**src/rtl/irq_pkg.sv**
```systemverilog
// Shared constants for the interrupt controller: source/line counts and the
// word offsets of the configuration registers.
package irq_pkg;

  localparam int NSRC    = 8;
  localparam int NLINE   = 5;
  localparam int NINT    = 6;
  localparam int ROUTE_W = 3;

  localparam logic [2:0] ADDR_PENDING = 3'd0;
  localparam logic [2:0] ADDR_MASK    = 3'd1;
  localparam logic [2:0] ADDR_MODE    = 3'd2;
  localparam logic [2:0] ADDR_ROUTE   = 3'd3;
  localparam logic [2:0] ADDR_RAW     = 3'd4;

endpackage

```
**src/rtl/irq_sync2.sv**
```systemverilog
// Two-flop synchronizer for a bus of independent asynchronous level inputs.
module irq_sync2 #(
  parameter int WIDTH = 8
) (
  input  logic             clk,
  input  logic             rst,
  input  logic [WIDTH-1:0] d,
  output logic [WIDTH-1:0] q
);

  logic [WIDTH-1:0] s1;
  logic [WIDTH-1:0] s2;

  always_ff @(posedge clk) begin
    if (rst) begin
      s1 <= '0;
      s2 <= '0;
    end else begin
      s1 <= d;
      s2 <= s1;
    end
  end

  assign q = s2;

endmodule

```
**src/rtl/irq_ctrl.sv**
```systemverilog
// Interrupt controller: synchronizes external sources, latches edge/level
// pending state, and routes masked sources onto the CP0 hardware lines.
module irq_ctrl #(
  parameter int NSRC  = irq_pkg::NSRC,
  parameter int NLINE = irq_pkg::NLINE
) (
  input  logic            clk,
  input  logic            rst,
  input  logic [NSRC-1:0] irq_src,
  input  logic            cfg_en,
  input  logic            cfg_we,
  input  logic [2:0]      cfg_addr,
  input  logic [31:0]     cfg_wdata,
  output logic [31:0]     cfg_rdata,
  output logic            cfg_ready,
  output logic [5:0]      int_o
);
  import irq_pkg::*;

  logic [NSRC-1:0]   s2;
  logic [NSRC-1:0]   s3;
  logic [NSRC-1:0]   pending;
  logic [NSRC-1:0]   pending_nxt;
  logic [NSRC-1:0]   mask;
  logic [NSRC-1:0]   mode;
  logic [3*NSRC-1:0] route;
  logic [NSRC-1:0]   edge_det;
  logic [NSRC-1:0]   w1c;
  logic [1:0]        arm_cnt;
  logic              armed;
  logic [5:0]        int_nxt;
  logic [5:0]        int_p1;
  logic              req_wr;
  logic              req_rd;
  logic [31:0]       rd_mux;
  logic [31:0]       rdata_p1;
  logic              vld_p1;
  logic              unused_wdata;

  assign unused_wdata = ^cfg_wdata[31:3*NSRC];

  irq_sync2 #(.WIDTH(NSRC)) u_sync (
    .clk (clk),
    .rst (rst),
    .d   (irq_src),
    .q   (s2)
  );

  // Edge detection stays off until s1/s2/s3 all hold post-reset samples,
  // so a source already high at reset release is not seen as a new edge.
  always_ff @(posedge clk) begin
    if (rst) begin
      s3      <= '0;
      arm_cnt <= 2'd0;
    end else begin
      s3 <= s2;
      if (arm_cnt != 2'd3)
        arm_cnt <= arm_cnt + 2'd1;
    end
  end

  assign armed    = (arm_cnt == 2'd3);
  assign edge_det = s2 & ~s3 & {NSRC{armed}};
  assign req_wr   = cfg_en & cfg_we;
  assign req_rd   = cfg_en & ~cfg_we;
  assign w1c      = (req_wr && cfg_addr == ADDR_PENDING) ? cfg_wdata[NSRC-1:0] : '0;

  // Edge bits: set wins over a simultaneous clear. Level bits track s2.
  assign pending_nxt = (mode & ((pending & ~w1c) | edge_det)) | (~mode & s2);

  always_comb begin
    int_nxt = '0;
    for (int k = 0; k < NLINE; k++) begin
      for (int i = 0; i < NSRC; i++) begin
        if (pending[i] && mask[i] && route[ROUTE_W*i +: ROUTE_W] == ROUTE_W'(k))
          int_nxt[k] = 1'b1;
      end
    end
  end

  always_comb begin
    rd_mux = '0;
    case (cfg_addr)
      ADDR_PENDING: rd_mux = 32'(pending);
      ADDR_MASK:    rd_mux = 32'(mask);
      ADDR_MODE:    rd_mux = 32'(mode);
      ADDR_ROUTE:   rd_mux = 32'(route);
      ADDR_RAW:     rd_mux = 32'(s2);
      default:      rd_mux = '0;
    endcase
  end

  always_ff @(posedge clk) begin
    if (rst) begin
      pending <= '0;
      mask    <= '0;
      mode    <= '0;
      route   <= '0;
    end else begin
      pending <= pending_nxt;
      if (req_wr) begin
        case (cfg_addr)
          ADDR_MASK:  mask  <= cfg_wdata[NSRC-1:0];
          ADDR_MODE:  mode  <= cfg_wdata[NSRC-1:0];
          ADDR_ROUTE: route <= cfg_wdata[3*NSRC-1:0];
          default:    ;
        endcase
      end
    end
  end

  // ---- stage p1: registered interrupt lines and access response ----
  always_ff @(posedge clk) begin
    if (rst) begin
      int_p1   <= '0;
      vld_p1   <= 1'b0;
      rdata_p1 <= '0;
    end else begin
      int_p1   <= int_nxt;
      vld_p1   <= cfg_en;
      rdata_p1 <= req_rd ? rd_mux : '0;
    end
  end

  assign int_o     = int_p1;
  assign cfg_ready = vld_p1;
  assign cfg_rdata = rdata_p1;

endmodule
```
**config.mk**
```make
export PLATFORM = sky130hd
export DESIGN_NAME = irq_ctrl
export DESIGN_NICKNAME = d
export VERILOG_FILES = /design/src/rtl/irq_pkg.sv /design/src/rtl/irq_sync2.sv /design/src/rtl/irq_ctrl.sv
export SDC_FILE = /design/constraint.sdc
export NUM_CORES = 1
export LEC_CHECK = 0
export CAP_MARGIN = 20
export CORE_MARGIN = 3
export CORE_UTILIZATION = 62
export DETAILED_ROUTE_END_ITERATION = 16
export DONT_BUFFER_PORTS = 1
export GPL_TIMING_DRIVEN = 0
export PLACE_DENSITY = 0.86
export SLEW_MARGIN = 25
export SYNTH_ARGS = -nofsm -noshare
export SYNTH_HDL_FRONTEND = slang
export SYNTH_SLANG_ARGS = --single-unit
```
**constraint.sdc**
```tcl
create_clock -name clk -period 1.7 [get_ports clk]
set_input_delay 0.34 -clock clk [delete_from_list [all_inputs] [get_ports clk]]
set_output_delay 0.34 -clock clk [all_outputs]
set_load 0.01 [all_outputs]
```
## After elaboration in Yosys (flattened, before gate mapping)

Cells that the tools add are included.

| word-level totals | value |
|---|---|
| bits in registers | 113 |
| output and inout bits | 39 |

| operators by class | value |
|---|---|
| add/sub/neg operators | 1 |
| eq/ne operators | 38 |
| muxes and demuxes | 42 |
| bitwise gates (word level) | 14 |
| reductions and logical operators | 62 |

Operators with widths:

| kind | count |
|---|---|
| $pmux W24 S5 | 1 |
| $eq A3 B2 Y1 const B | 18 |
| $logic_and A1 B1 Y1 | 49 |
| $and A8 B8 Y8 | 5 |
| $mux W1 | 40 |
| $eq A3 B1 Y1 const B | 9 |
| $eq A3 B3 Y1 const B | 9 |
| $logic_not A3 Y1 | 9 |
| $not A8 Y8 | 3 |
| $or A8 B8 Y8 | 2 |
| $mux W8 | 1 |
| $reduce_and A2 Y1 | 3 |
| $add A2 B1 Y2 const B | 1 |
| $and A1 B1 Y1 | 2 |
| $eq A2 B2 Y1 const B | 1 |
| $ne A2 B2 Y1 const B | 1 |
| $not A1 Y1 | 2 |
| $reduce_or A2 Y1 | 1 |

## Depth between registers and ports, before layout

| depth | value |
|---|---|
| depth after elaboration | 10 |
| depth in mapped cells | 6 |
| gate-level depth less buffers | 4 |

## Cells and area by module

A second synthesis with hierarchy kept.

| unflattened totals | value |
|---|---|
| cell total of the unflattened synthesis | 447 |
| area, all modules | 4211.5 um^2 |

By module, submodules not included:

| module | instances | cells each | area an instance (um^2) | sequential area each (um^2) |
|---|---|---|---|---|
| irq_ctrl | 1 | 414 | 3747.3 | 1761.7 |
| irq_sync2 | 1 | 33 | 464.2 | 320.3 |

## Worst setup path after synthesis

Ideal clock, no wire load.

| path | value |
|---|---|
| kind | input to register |
| from | input cfg_addr[2] |
| to | register mask[0] |
| library setup time | 128 ps |
| data arrival time | 1299 ps |
| data required time | 1572 ps |
| slack | 273 ps |
| cell stages on the path | 5 |
| path buffers | 1 |
| cells stage by stage | nand2b_2 -> buf_6 -> nor3_4 -> mux2i_1 -> nor2_1 |

| between the ends | value |
|---|---|
| longest elaborated chain between the ends | 2 |

RTL lines:

| item | line | RTL |
|---|---|---|
| start, declared | irq_ctrl.sv:12 | `input logic [2:0] cfg_addr,` |
| $eq A3 B1 Y1 | irq_ctrl.sv:102 | `case (cfg_addr)` |
| $reduce_and A2 Y1 (no source line) | n/a |  |
| end signal, assigned | irq_ctrl.sv:103 | `ADDR_MASK: mask <= cfg_wdata[NSRC-1:0];` |
| end, declared | irq_ctrl.sv:24 | `logic [NSRC-1:0] mask;` |

No other way between the ends.
A chain may end at the register's enable or synchronous reset.

## Worst setup path after layout

| path | value |
|---|---|
| from | input rst |
| to | register mode[5] |

RTL lines:

| item | line | RTL |
|---|---|---|
| start, declared | irq_ctrl.sv:8 | `input logic rst,` |
| end signal, assigned | irq_ctrl.sv:104 | `ADDR_MODE: mode <= cfg_wdata[NSRC-1:0];` |
| end, declared | irq_ctrl.sv:25 | `logic [NSRC-1:0] mode;` |

No word-level cell between the ends.

==> summary.md <==
| Metric | Value |
|---|---|
| Fin crit share | `93.12%` |
| Cells after synthesis | `438` |
| Sequential-to-total area share from yosys stat | `50.76%` |
| Die width | `87.34 um` |
| Total gr overflow | `0` |
| Final Skew | `0.008320 ns` |
| GRT Util Overall | `25.39%` |
| Slew Limit Fails | `0` |
| Startpoint types | `primary input` |
| Largest net degree at the start of global routing | `18` |
| I/O pin total | `86` |
| Register-to-register setup slack | `0.33 ns` |
| # H-tree levels | `3` |
| Final Total Pwr | `4295 uW` |
| Fraction of layout cells with a size suffix above 1 | `8.658%` |
| Drt total wl | `9.285 mm` |
| R2R Path Start | `pending[6]$_SDFF_PP0_` |
| Number of fill cells in the layout | `486` |
| Worst slew pin tran | `0.6477 ns` |
| DRC errors left | `0` |
| Via count | `3170` |
| Netlist cell types | `45` |
| Status | `completed` |
| Initial antenna violation count | `0` |
| Placed insts | `523` |
| Kind of critical path | `in -> reg` |
| Critical Path End Type | `register` |
| DR pass1 iterations | `5` |
| CTS buffer count | `9` |
| Asr flop ratio synth | `0%` |
| Initial core utilization | `64.22%` |
| Required @ worst endpoint | `1.93 ns` |
| Crit. Startpoint | `rst` |
| Hold Path Sink | `u_sync.s1[4]$_SDFF_PP0_` |
| Mapped cell area | `0.004101 mm^2` |
| FMAX | `0.6317 GHz` |
| Final WS setup | `0.1170 ns` |
| Wirelength per Cell | `17.23 um` |
| Vias per cell | `5.881` |
| # nets final | `505` |
| Die Ht | `87.34 um` |
| Post_cts resized | `0` |
| Post-synth EDFFs | `0` |
| Clk pin slew, worst setup/hold paths | `0.10 ns` |
| Rows | `29` |
| TritonCTS clock tree | `yes` |
| WHS Path Cells | `1` |
| Die area | `0.007627 mm^2` |
| Syn Area/Cell | `9.364 um^2` |
| Setup TNS Final | `0 ns` |
| VDD IR-drop max | `0.0008074 V` |
| DRT iter0 DRCs | `171` |
| Hold crit path type | `in -> reg` |
| Reg2reg path depth | `4` |
| CTS Hold Buffers Added | `0` |
| First-pass GRT wire length | `15.01 mm` |
| Antenna Violating Nets Remaining | `0` |
| Worst skew pair latency | `0.36 ns` |
| Power Density | `968.6 mW/mm^2` |
| Yosys reg bits | `104` |
| Hold WS | `0.09692 ns` |
| IO Port Bufs | `0` |
| Core Area | `0.006386 mm^2` |
| Hold Violations, Final | `0` |
| Min Tclk post-route | `1.583 ns` |
| Max Fanout on Critical Path | `10` |
| RSZ-0062 raised after global routing | `false` |
| Vias in the first global route | `3047` |
| Placer Congestion | `0.9613` |
| Final Setup Violations | `0` |
| Total of max-cap violations | `0` |
| Area Overhead vs Synth | `8.115%` |
| Post-placement worst setup slack | `-0.2492 ns` |
| Slew HR | `56.82%` |
| WP data arrival | `1.81 ns` |
| Leakage | `0.001595 uW` |
| # clock sinks | `104` |
| Final cell count without fillers | `539` |
| Detailed placer's ending HPWL | `6.659 mm` |
| N_diodes | `0` |
| Setup repair bufs after CTS | `0` |
| CTS Buffer Depth | `2` |
| Synth Warn # | `0` |
| Worst reg2reg endpoint | `int_o[4]$_SDFF_PP0_` |
| Hold_sp | `irq_src[4]` |
| Root Driver | `clkbuf_8` |
| Dominant synthesized flop cell | `dfxtp_1` |
worst max-delay path: stages:
cell      delay (ns)
clkbuf_1        0.30
clkbuf_1        0.49
buf_1           0.56
nor2_1          0.11
cell usage in the layout, fill, tap and decap left out, drive strengths merged, types with 2 or more instances in the layout:
cell type,n
o21ai,9
a22oi,9
mux2i,24
a41oi,4
a32oi,2
a21o,8
nor3,6
and2,17
nor4b,12
buf,21
clkbuf,18
a21oi,41
dfxtp,104
a2111oi,2
nor2,33
nor2b,28
clkinvlp,4
nand2b,2
and3,2
a211oi,8
nor3b,2
inv,5
nand2,64
nor4bb,4
conb,9
nor4,7
a31oi,5
or4,2
Yosys cell counts (2+ instances only):
master | count | share of area (%)
buf_1 | 3 | 0.27
a32oi_1 | 2 | 0.43
and3_1 | 2 | 0.31
dfxtp_1 | 104 | 51
nor2b_1 | 28 | 4.3
nor3_1 | 3 | 0.37
nor4b_1 | 11 | 2.3
nand2_1 | 64 | 5.9
a21o_1 | 8 | 1.5
and2_1 | 16 | 2.4
nor3_4 | 2 | 0.79
a22oi_1 | 9 | 1.6
nor4bb_1 | 4 | 0.98
a41oi_1 | 4 | 0.85
a21oi_1 | 41 | 5.0
or4_1 | 2 | 0.37
buf_2 | 7 | 0.85
a2111oi_0 | 2 | 0.43
o21ai_0 | 8 | 0.98
nor2_1 | 33 | 3.0
inv_1 | 5 | 0.46
nor4_1 | 7 | 1.1
mux2i_1 | 24 | 5.9
buf_4 | 10 | 1.8
a31oi_1 | 5 | 0.76
clkbuf_1 | 8 | 0.73
a211oi_1 | 8 | 1.5
registers in the layout (all words and copies together), names as in the netlist:
signal / cells
pending: 8
mask: 8
cfg_rdata: 24
u_sync.s1: 8
arm_cnt: 2
u_sync.q: 8
cfg_ready: 1
int_o: 5
s3: 8
mode: 8
route: 24
cell families after synthesis:
family | count (synthesis) | share of synthesized area [%]
fa+ha+maj | 1 | 0.3050
buf+inv | 34 | 4.423
mux | 25 | 6.498
flops | 104 | 50.76
xor+xnor | 1 | 0.2136
simple gates | 184 | 24.56
other cells | 1 | 0.09143
compound gates | 88 | 13.15
how the worst max path moves through the flow:
stage | end | slack [ns] | depth (start not counted)
global placement | mode[4]$_SDFFE_PP0P_ | -0.25 | 4
CTS | mode[5]$_SDFFE_PP0P_ | 0.14 | 4
global route | mask[0]$_SDFFE_PP0P_ | 0.07 | 4
finish | mode[5]$_SDFFE_PP0P_ | 0.12 | 4
floorplan | mask[0]$_SDFFE_PP0P_ | 0.27 | 5
detailed placement | mode[5]$_SDFFE_PP0P_ | -0.25 | 4
through the flow:
| step | util (%) | instance area, um^2 |
|---|---|---|
| 6_report | 69.44 | 4434 |
| 5_1_grt | 69.44 | 4434 |
| 4_1_cts | 69.44 | 4434 |
| 3_5_place_dp | 66.20 | 4228 |
| 3_3_place_gp | 66.20 | 4228 |
| 2_1_floorplan | - | 4131 |
layout make-up:
class,instances,area (um^2),share of cell area [%]
buffer,29,162.7,3.668
clock buffer,10,137.6,3.104
clock inverter,6,68.82,1.552
inverter,5,18.77,0.4233
multi-input combinational,308,1868,42.13
sequential,104,2082,46.95
tap,77,96.34,2.173
per-layer routing:
| metal | track usage [%] | wire length (um) | vias up |
|---|---|---|---|
| li1 | - | - | 1552 |
| met1 | 30.99 | 3877 | 1474 |
| met2 | 43.49 | 4531 | 121 |
| met3 | 5.109 | 648 | 23 |
| met4 | 10.32 | 227 | 0 |
| met5 | 0 | 0 | - |
power breakdown:
| group | leakage [uW] | switching [uW] | internal [uW] |
|---|---|---|---|
| registers | 0.000844 | 36.3 | 2490 |
| clock network | 0.0000907 | 837 | 722 |
| logic | 0.000660 | 127 | 84.5 |
Note: power is estimated with default switching activity, not from simulation.
